$ cat src/rtl/tx_pkg.sv
// Shared types for the DDS sweep scheduler: FSM state encoding and the
// default-width layout of the sweep configuration word.
package tx_pkg;

    localparam int CHANNELS            = 2;
    localparam int DEF_PHASE_BITS      = 32;
    localparam int DEF_STEP_COUNT_BITS = 16;
    localparam int DEF_DWELL_BITS      = 16;

    typedef enum logic [1:0] {
        IDLE  = 2'd0,
        EMIT  = 2'd1,
        DWELL = 2'd2,
        DONE  = 2'd3
    } sweep_state_t;

    // Declared MSB first, so start[0] occupies bit 0 of the packed word.
    typedef struct packed {
        logic                                     rpt;
        logic [DEF_DWELL_BITS-1:0]                dwell;
        logic [DEF_STEP_COUNT_BITS-1:0]           num_steps;
        logic [CHANNELS-1:0][DEF_PHASE_BITS-1:0]  step;
        logic [CHANNELS-1:0][DEF_PHASE_BITS-1:0]  start;
    } dds_sweep_cfg_t;

endpackage

$ cat src/rtl/axis_if.sv
// Minimal valid/ready stream interface used for the config and phase ports.
interface Axis_If #(
    parameter int DATA_W = 8
) ();
    logic              valid;
    logic              ready;
    logic [DATA_W-1:0] data;

    modport Master (output valid, output data, input ready);
    modport Slave  (input valid, input data, output ready);
endinterface

$ cat src/rtl/dds_sweep_scheduler.sv
// Steps per-channel DDS phase increments through a linear sweep, holding each
// word for a programmable dwell, with optional repeat and abort.
module dds_sweep_scheduler
    import tx_pkg::*;
#(
    parameter int PHASE_BITS      = 32,
    parameter int STEP_COUNT_BITS = 16,
    parameter int DWELL_BITS      = 16
) (
    input  logic   clk,
    input  logic   reset,
    Axis_If.Slave  cfg,
    input  logic   trigger,
    input  logic   abort,
    Axis_If.Master phase_inc,
    output logic   busy,
    output logic   done
);

    localparam int STEP_LSB  = CHANNELS * PHASE_BITS;
    localparam int NUM_LSB   = 2 * CHANNELS * PHASE_BITS;
    localparam int DWELL_LSB = NUM_LSB + STEP_COUNT_BITS;
    localparam int RPT_BIT   = DWELL_LSB + DWELL_BITS;

    sweep_state_t state, state_nxt;

    logic [PHASE_BITS-1:0]      start_r [CHANNELS];
    logic [PHASE_BITS-1:0]      step_r  [CHANNELS];
    logic [STEP_COUNT_BITS-1:0] num_steps_r;
    logic [DWELL_BITS-1:0]      dwell_r;
    logic                       rpt_r;

    logic                       cfg_loaded;
    logic [PHASE_BITS-1:0]      cur       [CHANNELS];
    logic [PHASE_BITS-1:0]      start_new [CHANNELS];
    logic [STEP_COUNT_BITS-1:0] step_idx;
    logic [DWELL_BITS-1:0]      dwell_cnt;
    logic                       abort_pend;

    logic cfg_hs, start_go, emit_hs, dwell_exp, last_step, abort_hit;

    assign cfg_hs    = (state == IDLE) && cfg.valid;
    assign start_go  = (state == IDLE) && trigger && (cfg_loaded || cfg_hs);
    assign emit_hs   = (state == EMIT) && phase_inc.ready;
    assign dwell_exp = (state == DWELL) && (dwell_cnt == '0);
    assign last_step = (step_idx == num_steps_r);
    assign abort_hit = abort || abort_pend;

    // A config arriving with the trigger must win over the stored one.
    always_comb begin
        for (int c = 0; c < CHANNELS; c++) begin
            start_new[c] = cfg_hs ? cfg.data[c*PHASE_BITS +: PHASE_BITS] : start_r[c];
        end
    end

    // NOTE: config storage has no reset; cfg_loaded alone decides whether it is valid.
    always_ff @(posedge clk) begin
        if (cfg_hs) begin
            for (int c = 0; c < CHANNELS; c++) begin
                start_r[c] <= cfg.data[c*PHASE_BITS +: PHASE_BITS];
                step_r[c]  <= cfg.data[STEP_LSB + c*PHASE_BITS +: PHASE_BITS];
            end
            num_steps_r <= cfg.data[NUM_LSB +: STEP_COUNT_BITS];
            dwell_r     <= cfg.data[DWELL_LSB +: DWELL_BITS];
            rpt_r       <= cfg.data[RPT_BIT];
        end
    end

    always_ff @(posedge clk or posedge reset) begin
        if (reset) begin
            state <= IDLE;
        end else begin
            state <= state_nxt;
        end
    end

    // NOTE: every combinational output gets a default first so no latch is inferred.
    always_comb begin
        state_nxt = state;
        unique case (state)
            IDLE: begin
                if (start_go) state_nxt = EMIT;
            end
            EMIT: begin
                if (emit_hs) state_nxt = abort_hit ? IDLE : DWELL;
            end
            DWELL: begin
                if (abort)
                    state_nxt = IDLE;
                else if (dwell_exp)
                    state_nxt = (!last_step || rpt_r) ? EMIT : DONE;
            end
            DONE: begin
                state_nxt = IDLE;
            end
            default: state_nxt = IDLE;
        endcase
    end

    always_comb begin
        cfg.ready       = (state == IDLE);
        phase_inc.valid = (state == EMIT);
        busy            = (state != IDLE);
        done            = (state == DONE);
        phase_inc.data  = '0;
        for (int c = 0; c < CHANNELS; c++) begin
            phase_inc.data[c*PHASE_BITS +: PHASE_BITS] = cur[c];
        end
    end

    always_ff @(posedge clk or posedge reset) begin
        if (reset) begin
            cfg_loaded <= 1'b0;
            step_idx   <= '0;
            dwell_cnt  <= '0;
            abort_pend <= 1'b0;
            for (int c = 0; c < CHANNELS; c++) cur[c] <= '0;
        end else begin
            if (cfg_hs) cfg_loaded <= 1'b1;

            // An abort seen while waiting for ready is remembered until the handshake.
            if (state == EMIT) begin
                if (emit_hs)    abort_pend <= 1'b0;
                else if (abort) abort_pend <= 1'b1;
            end else begin
                abort_pend <= 1'b0;
            end

            if (emit_hs) begin
                dwell_cnt <= (dwell_r == '0) ? '0 : dwell_r - DWELL_BITS'(1);
            end else if ((state == DWELL) && (dwell_cnt != '0)) begin
                dwell_cnt <= dwell_cnt - DWELL_BITS'(1);
            end

            if (start_go) begin
                step_idx <= '0;
                for (int c = 0; c < CHANNELS; c++) cur[c] <= start_new[c];
            end else if (dwell_exp && !abort) begin
                if (!last_step) begin
                    step_idx <= step_idx + STEP_COUNT_BITS'(1);
                    for (int c = 0; c < CHANNELS; c++) cur[c] <= cur[c] + step_r[c];
                end else if (rpt_r) begin
                    step_idx <= '0;
                    for (int c = 0; c < CHANNELS; c++) cur[c] <= start_r[c];
                end
            end
        end
    end

endmodule

$ cat src/flat_wrapper.sv
// flat-port wrapper written by rule: the top's interface ports become plain ports
module dds_sweep_scheduler_flat import tx_pkg::*;
#(
    parameter int PHASE_BITS      = 32,
    parameter int STEP_COUNT_BITS = 16,
    parameter int DWELL_BITS      = 16
)
  (clk, reset, trigger, abort, busy, done, cfg_valid, cfg_data, cfg_ready, phase_inc_valid, phase_inc_data, phase_inc_ready);
  Axis_If #(.DATA_W(($bits(dds_sweep_cfg_t)))) cfg_i ();
  Axis_If #(.DATA_W((CHANNELS * (32)))) phase_inc_i ();
  input  logic clk;
  input  logic reset;
  input  logic trigger;
  input  logic abort;
  output logic busy;
  output logic done;
  input wire logic [$bits(cfg_i.valid)-1:0] cfg_valid;
  input wire logic [$bits(cfg_i.data)-1:0] cfg_data;
  output wire logic [$bits(cfg_i.ready)-1:0] cfg_ready;
  output wire logic [$bits(phase_inc_i.valid)-1:0] phase_inc_valid;
  output wire logic [$bits(phase_inc_i.data)-1:0] phase_inc_data;
  input wire logic [$bits(phase_inc_i.ready)-1:0] phase_inc_ready;
  assign cfg_i.valid = cfg_valid;
  assign cfg_i.data = cfg_data;
  assign cfg_ready = cfg_i.ready;
  assign phase_inc_valid = phase_inc_i.valid;
  assign phase_inc_data = phase_inc_i.data;
  assign phase_inc_i.ready = phase_inc_ready;
  dds_sweep_scheduler #(.PHASE_BITS(PHASE_BITS), .STEP_COUNT_BITS(STEP_COUNT_BITS), .DWELL_BITS(DWELL_BITS)) u_core (.clk(clk), .reset(reset), .cfg(cfg_i), .trigger(trigger), .abort(abort), .phase_inc(phase_inc_i), .busy(busy), .done(done));
endmodule
$ cat config.mk
export PLATFORM = sky130hd
export DESIGN_NAME = dds_sweep_scheduler_flat
export DESIGN_NICKNAME = d
export VERILOG_FILES = /design/src/rtl/tx_pkg.sv /design/src/rtl/axis_if.sv /design/src/rtl/dds_sweep_scheduler.sv /design/src/flat_wrapper.sv
export SDC_FILE = /design/constraint.sdc
export NUM_CORES = 1
export LEC_CHECK = 0
export ABC_AREA = 1
export CORE_MARGIN = 3
export CORE_UTILIZATION = 50
export CTS_CLUSTER_SIZE = 8
export DETAILED_ROUTE_END_ITERATION = 7
export PLACE_DENSITY_LB_ADDON = 0.15
export SLEW_MARGIN = 20
export SYNTH_ARGS = -nofsm -noshare
export SYNTH_HDL_FRONTEND = slang
export SYNTH_SLANG_ARGS = --single-unit
$ cat constraint.sdc
create_clock -name clk -period 6.4 [get_ports clk]
set_input_delay 0.64 -clock clk [delete_from_list [all_inputs] [get_ports clk]]
set_output_delay 0.64 -clock clk [all_outputs]
set_load 0.01 [all_outputs]
==> impl_metrics.ini <==
[worst_setup_path]
reg2reg_to = u_core.phase_inc.data[25]
r2r_setup_slack_ns = 2.14
cp-startpoint = u_core.state[0]
path_common_cell = nand2_1
slowest_stage = nand2_2
worstPathMaxFanout = 62
end_kind = flip-flop
critPathLaunchType = flip-flop
timing.rr.start = u_core.state[0]
path_cells = nor2_4 > nand2_4 > inv_6 > or2_1 > nand3_2 > nand2_2 > buf_4 > a21oi_1 > nand2_1 > nand2_1
slowest_delay_ns = 0.76
worst-r2r-cell-count = 10
crit_arrival_ns = 4.70
path_class = flip-flop to flip-flop
crit_required_ns = 6.84

[timing]
finalSetupViolCount = 0
totalNegativeSetupSlack_ns = 0
layout_min_cycle_time_ns = 4.26
slew-limit-headroom_pct = 32.8
maxSlewViolCount = 0
fmax_mhz = 235
tightestPinTransition_ns = 1.01
skew_ns = 0.0129
rsz0062_at_grt = false
final.period_utilization_pct = 66.6
hold_viol_final = 0

[detailed_routing]
firstDrtPassIters = 5
vias = 16042
finalWirelength_um = 51100
drcViolationCount = 0
wl_per_cell_um = 16.6
drt.antenna.violating_nets = 0
drtIter0Drc = 1135
drt-vias-per-instance = 5.22

[min_path]
hold_path.class = primary input to async pin

[grt]
antenna_found_initial = 1
grt_overflow_total = 0
grt_pass1_wl_um = 81000
grt_pass1_vias = 15903
track_usage_pct = 28.0
grt_max_degree = 76

[power]
power_density_nw_per_um2 = 469
switching_power_mw = 4.42
power_frac_comb_pct = 52.0
p_sw_share_pct = 44.9
vdd_drop_max_uv = 252
leakage_nw = 10.3
p_seq_share_pct = 28.2
clock_power_share_pct = 19.8
internal_power_mw = 5.43
total_power_mw = 9.84

[clocking]
cts_setup_buffers = 0
root_buffer = clkbuf_16
clockBufferDepth = 3
path_clk_slew_ns = 0.05
post_cts_resized = 0
htreeDepth = 2
tritoncts = yes
cts.sinks = 261
cts_hold_buf = 0
cts_buffers = 39
clock_latency_ns = 0.56

[floorplan]
fp-row-count = 67
die_h_um = 191
die-width_um = 191
die-area_um2 = 36600
core-area_um2 = 33700
initial_core_util_pct = 50.9
pin_count = 235

[layout]
area_delta_synth_final_pct = 22.5
drive_gt1_share_pct = 3.66
finish.utilization_pct = 62.3
regArea_um2 = 7340
fin_nets = 2826
multi_input_area_um2 = 7970
fillCellCount = 3070

[logic_synthesis]
seq_area_frac_synth_pct = 42.8
synth_cell_types = 44
synth.largest_area_cell = edfxtp_1
synth.top_cells.by_area = edfxtp_1 28%, nand2_1 18%, dfrtp_1 15%
syn_avg_cell_area_um2 = 7.26
yosysTopAreaCellShare_pct = 28.2
synth_edf_count = 161
ys_ff_latch = 261
ys.flop_type = edfxtp_1
synthCells = 2363
syn-cell-area_um2 = 17200
synth_fp_nets = 2598
async_flop_share_pct = 38.3
yosys_warnings = 0

[placed_design]
routabilityCongestion = 0.941
dp_hpwl_um = 37000
io_buffers = 234

[run_status]
status = completed

[run]
drv_cap = 0
-- power by group through the flow --
stage | clock network [mW] | registers (mW) | logic, mW
floorplan | 0 | 2.78 | 3.43
global placement | 0 | 2.79 | 5.00
detailed placement | 0 | 2.79 | 5.08
CTS | 1.98 | 2.77 | 5.12
global route | 2.07 | 2.82 | 5.79
finish | 1.95 | 2.77 | 5.12
-- worst max path at each step --
stage                                endpoint  slack [ns]
detailed placement  u_core.phase_inc.data[25]        1.67
CTS                 u_core.phase_inc.data[12]        2.20
floorplan                   u_core.dwell_r[0]        0.46
global placement    u_core.phase_inc.data[27]        1.77
finish              u_core.phase_inc.data[25]        2.14
global route        u_core.phase_inc.data[27]        1.90
-- state kept, by name, indices dropped and copies added, names as in the netlist --
signal / count
u_core.abort_pend: 1
u_core.cfg_loaded: 1
u_core.dwell_cnt: 16
u_core.dwell_r: 16
u_core.num_steps_r: 16
u_core.phase_inc.data: 64
u_core.rpt_r: 1
u_core.start_r: 64
u_core.state: 2
u_core.step_idx: 16
u_core.step_r: 64
-- metal layers --
layer	up-vias	track usage [%]	wire length (um)
met5	-	0	0
met4	0	11.1	1750
met3	109	4.09	2830
met2	475	47.8	24600
met1	7466	35.8	21900
li1	7992	-	-
-- synth_stat cells, drive strengths merged, types with 7 or more instances --
cell type and n:
xnor2 21, dfrtp 100, a21oi 86, edfxtp 161, clkbuf 22, o211ai 52, xor2 31, inv 410
o22ai 7, ha 66, nand4 16, nand3 247, o21ai 45, buf 39, nor2 151, nor3 30
nand2 844
-- final cells by class --
class                           count  area share [%]
Timing Repair Buffer              248            11.6
Clock inverter                      4           0.185
Inverter                          411            7.38
Multi-Input combinational cell   1630            37.9
Sequential cell                   261            34.9
Clock buffer                       68            5.26
Antenna cell                        1          0.0119
Tap cell                          448            2.67
-- critical path, delay by kind of cell (launching register included) --
kind	cells	cell delay, ns
AO/OA/AOI/OAI	1	0.12
buffers and inverters	2	1.06
flip-flops	1	0.43
AND/OR/NAND/NOR	7	2.49
-- placed cells by master (no fill, tap or decap), types with 14 or more instances in the layout --
cell type / count
a21oi_1: 70
nor2_1: 147
o21ai_0: 45
clkdlybuf4s50_1: 234
xor2_1: 31
clkbuf_1: 28
ha_1: 66
a21oi_2: 16
nand3_1: 246
buf_4: 14
nand2_1: 839
nand4_1: 16
xnor2_1: 21
inv_1: 402
dfrtp_1: 100
edfxtp_1: 161
clkbuf_16: 40
o211ai_1: 52
nor3_1: 30
-- metrics by stage --
step	hold WS, ns	worst slack (ns)	area (um2)	instances
2_1_floorplan	0.444	0.465	17200	2363
3_3_place_gp	0.461	1.77	19900	2998
3_5_place_dp	0.467	1.67	19900	2998
4_1_cts	0.480	2.20	21000	3070
5_1_grt	0.492	1.90	21000	3071
6_report	0.473	2.14	21000	3071
-- kinds of logic after synthesis --
kind of cell	after synthesis	share of synthesized area (%)
flip-flops	261	42.8
XOR/XNOR	52	2.65
AND/OR/NAND/NOR	1311	31.6
buffers and inverters	472	10.8
adder cells (fa/ha/maj)	68	5.05
AO/OA/AOI/OAI	199	7.11
(Power assumes the default switching activity.)
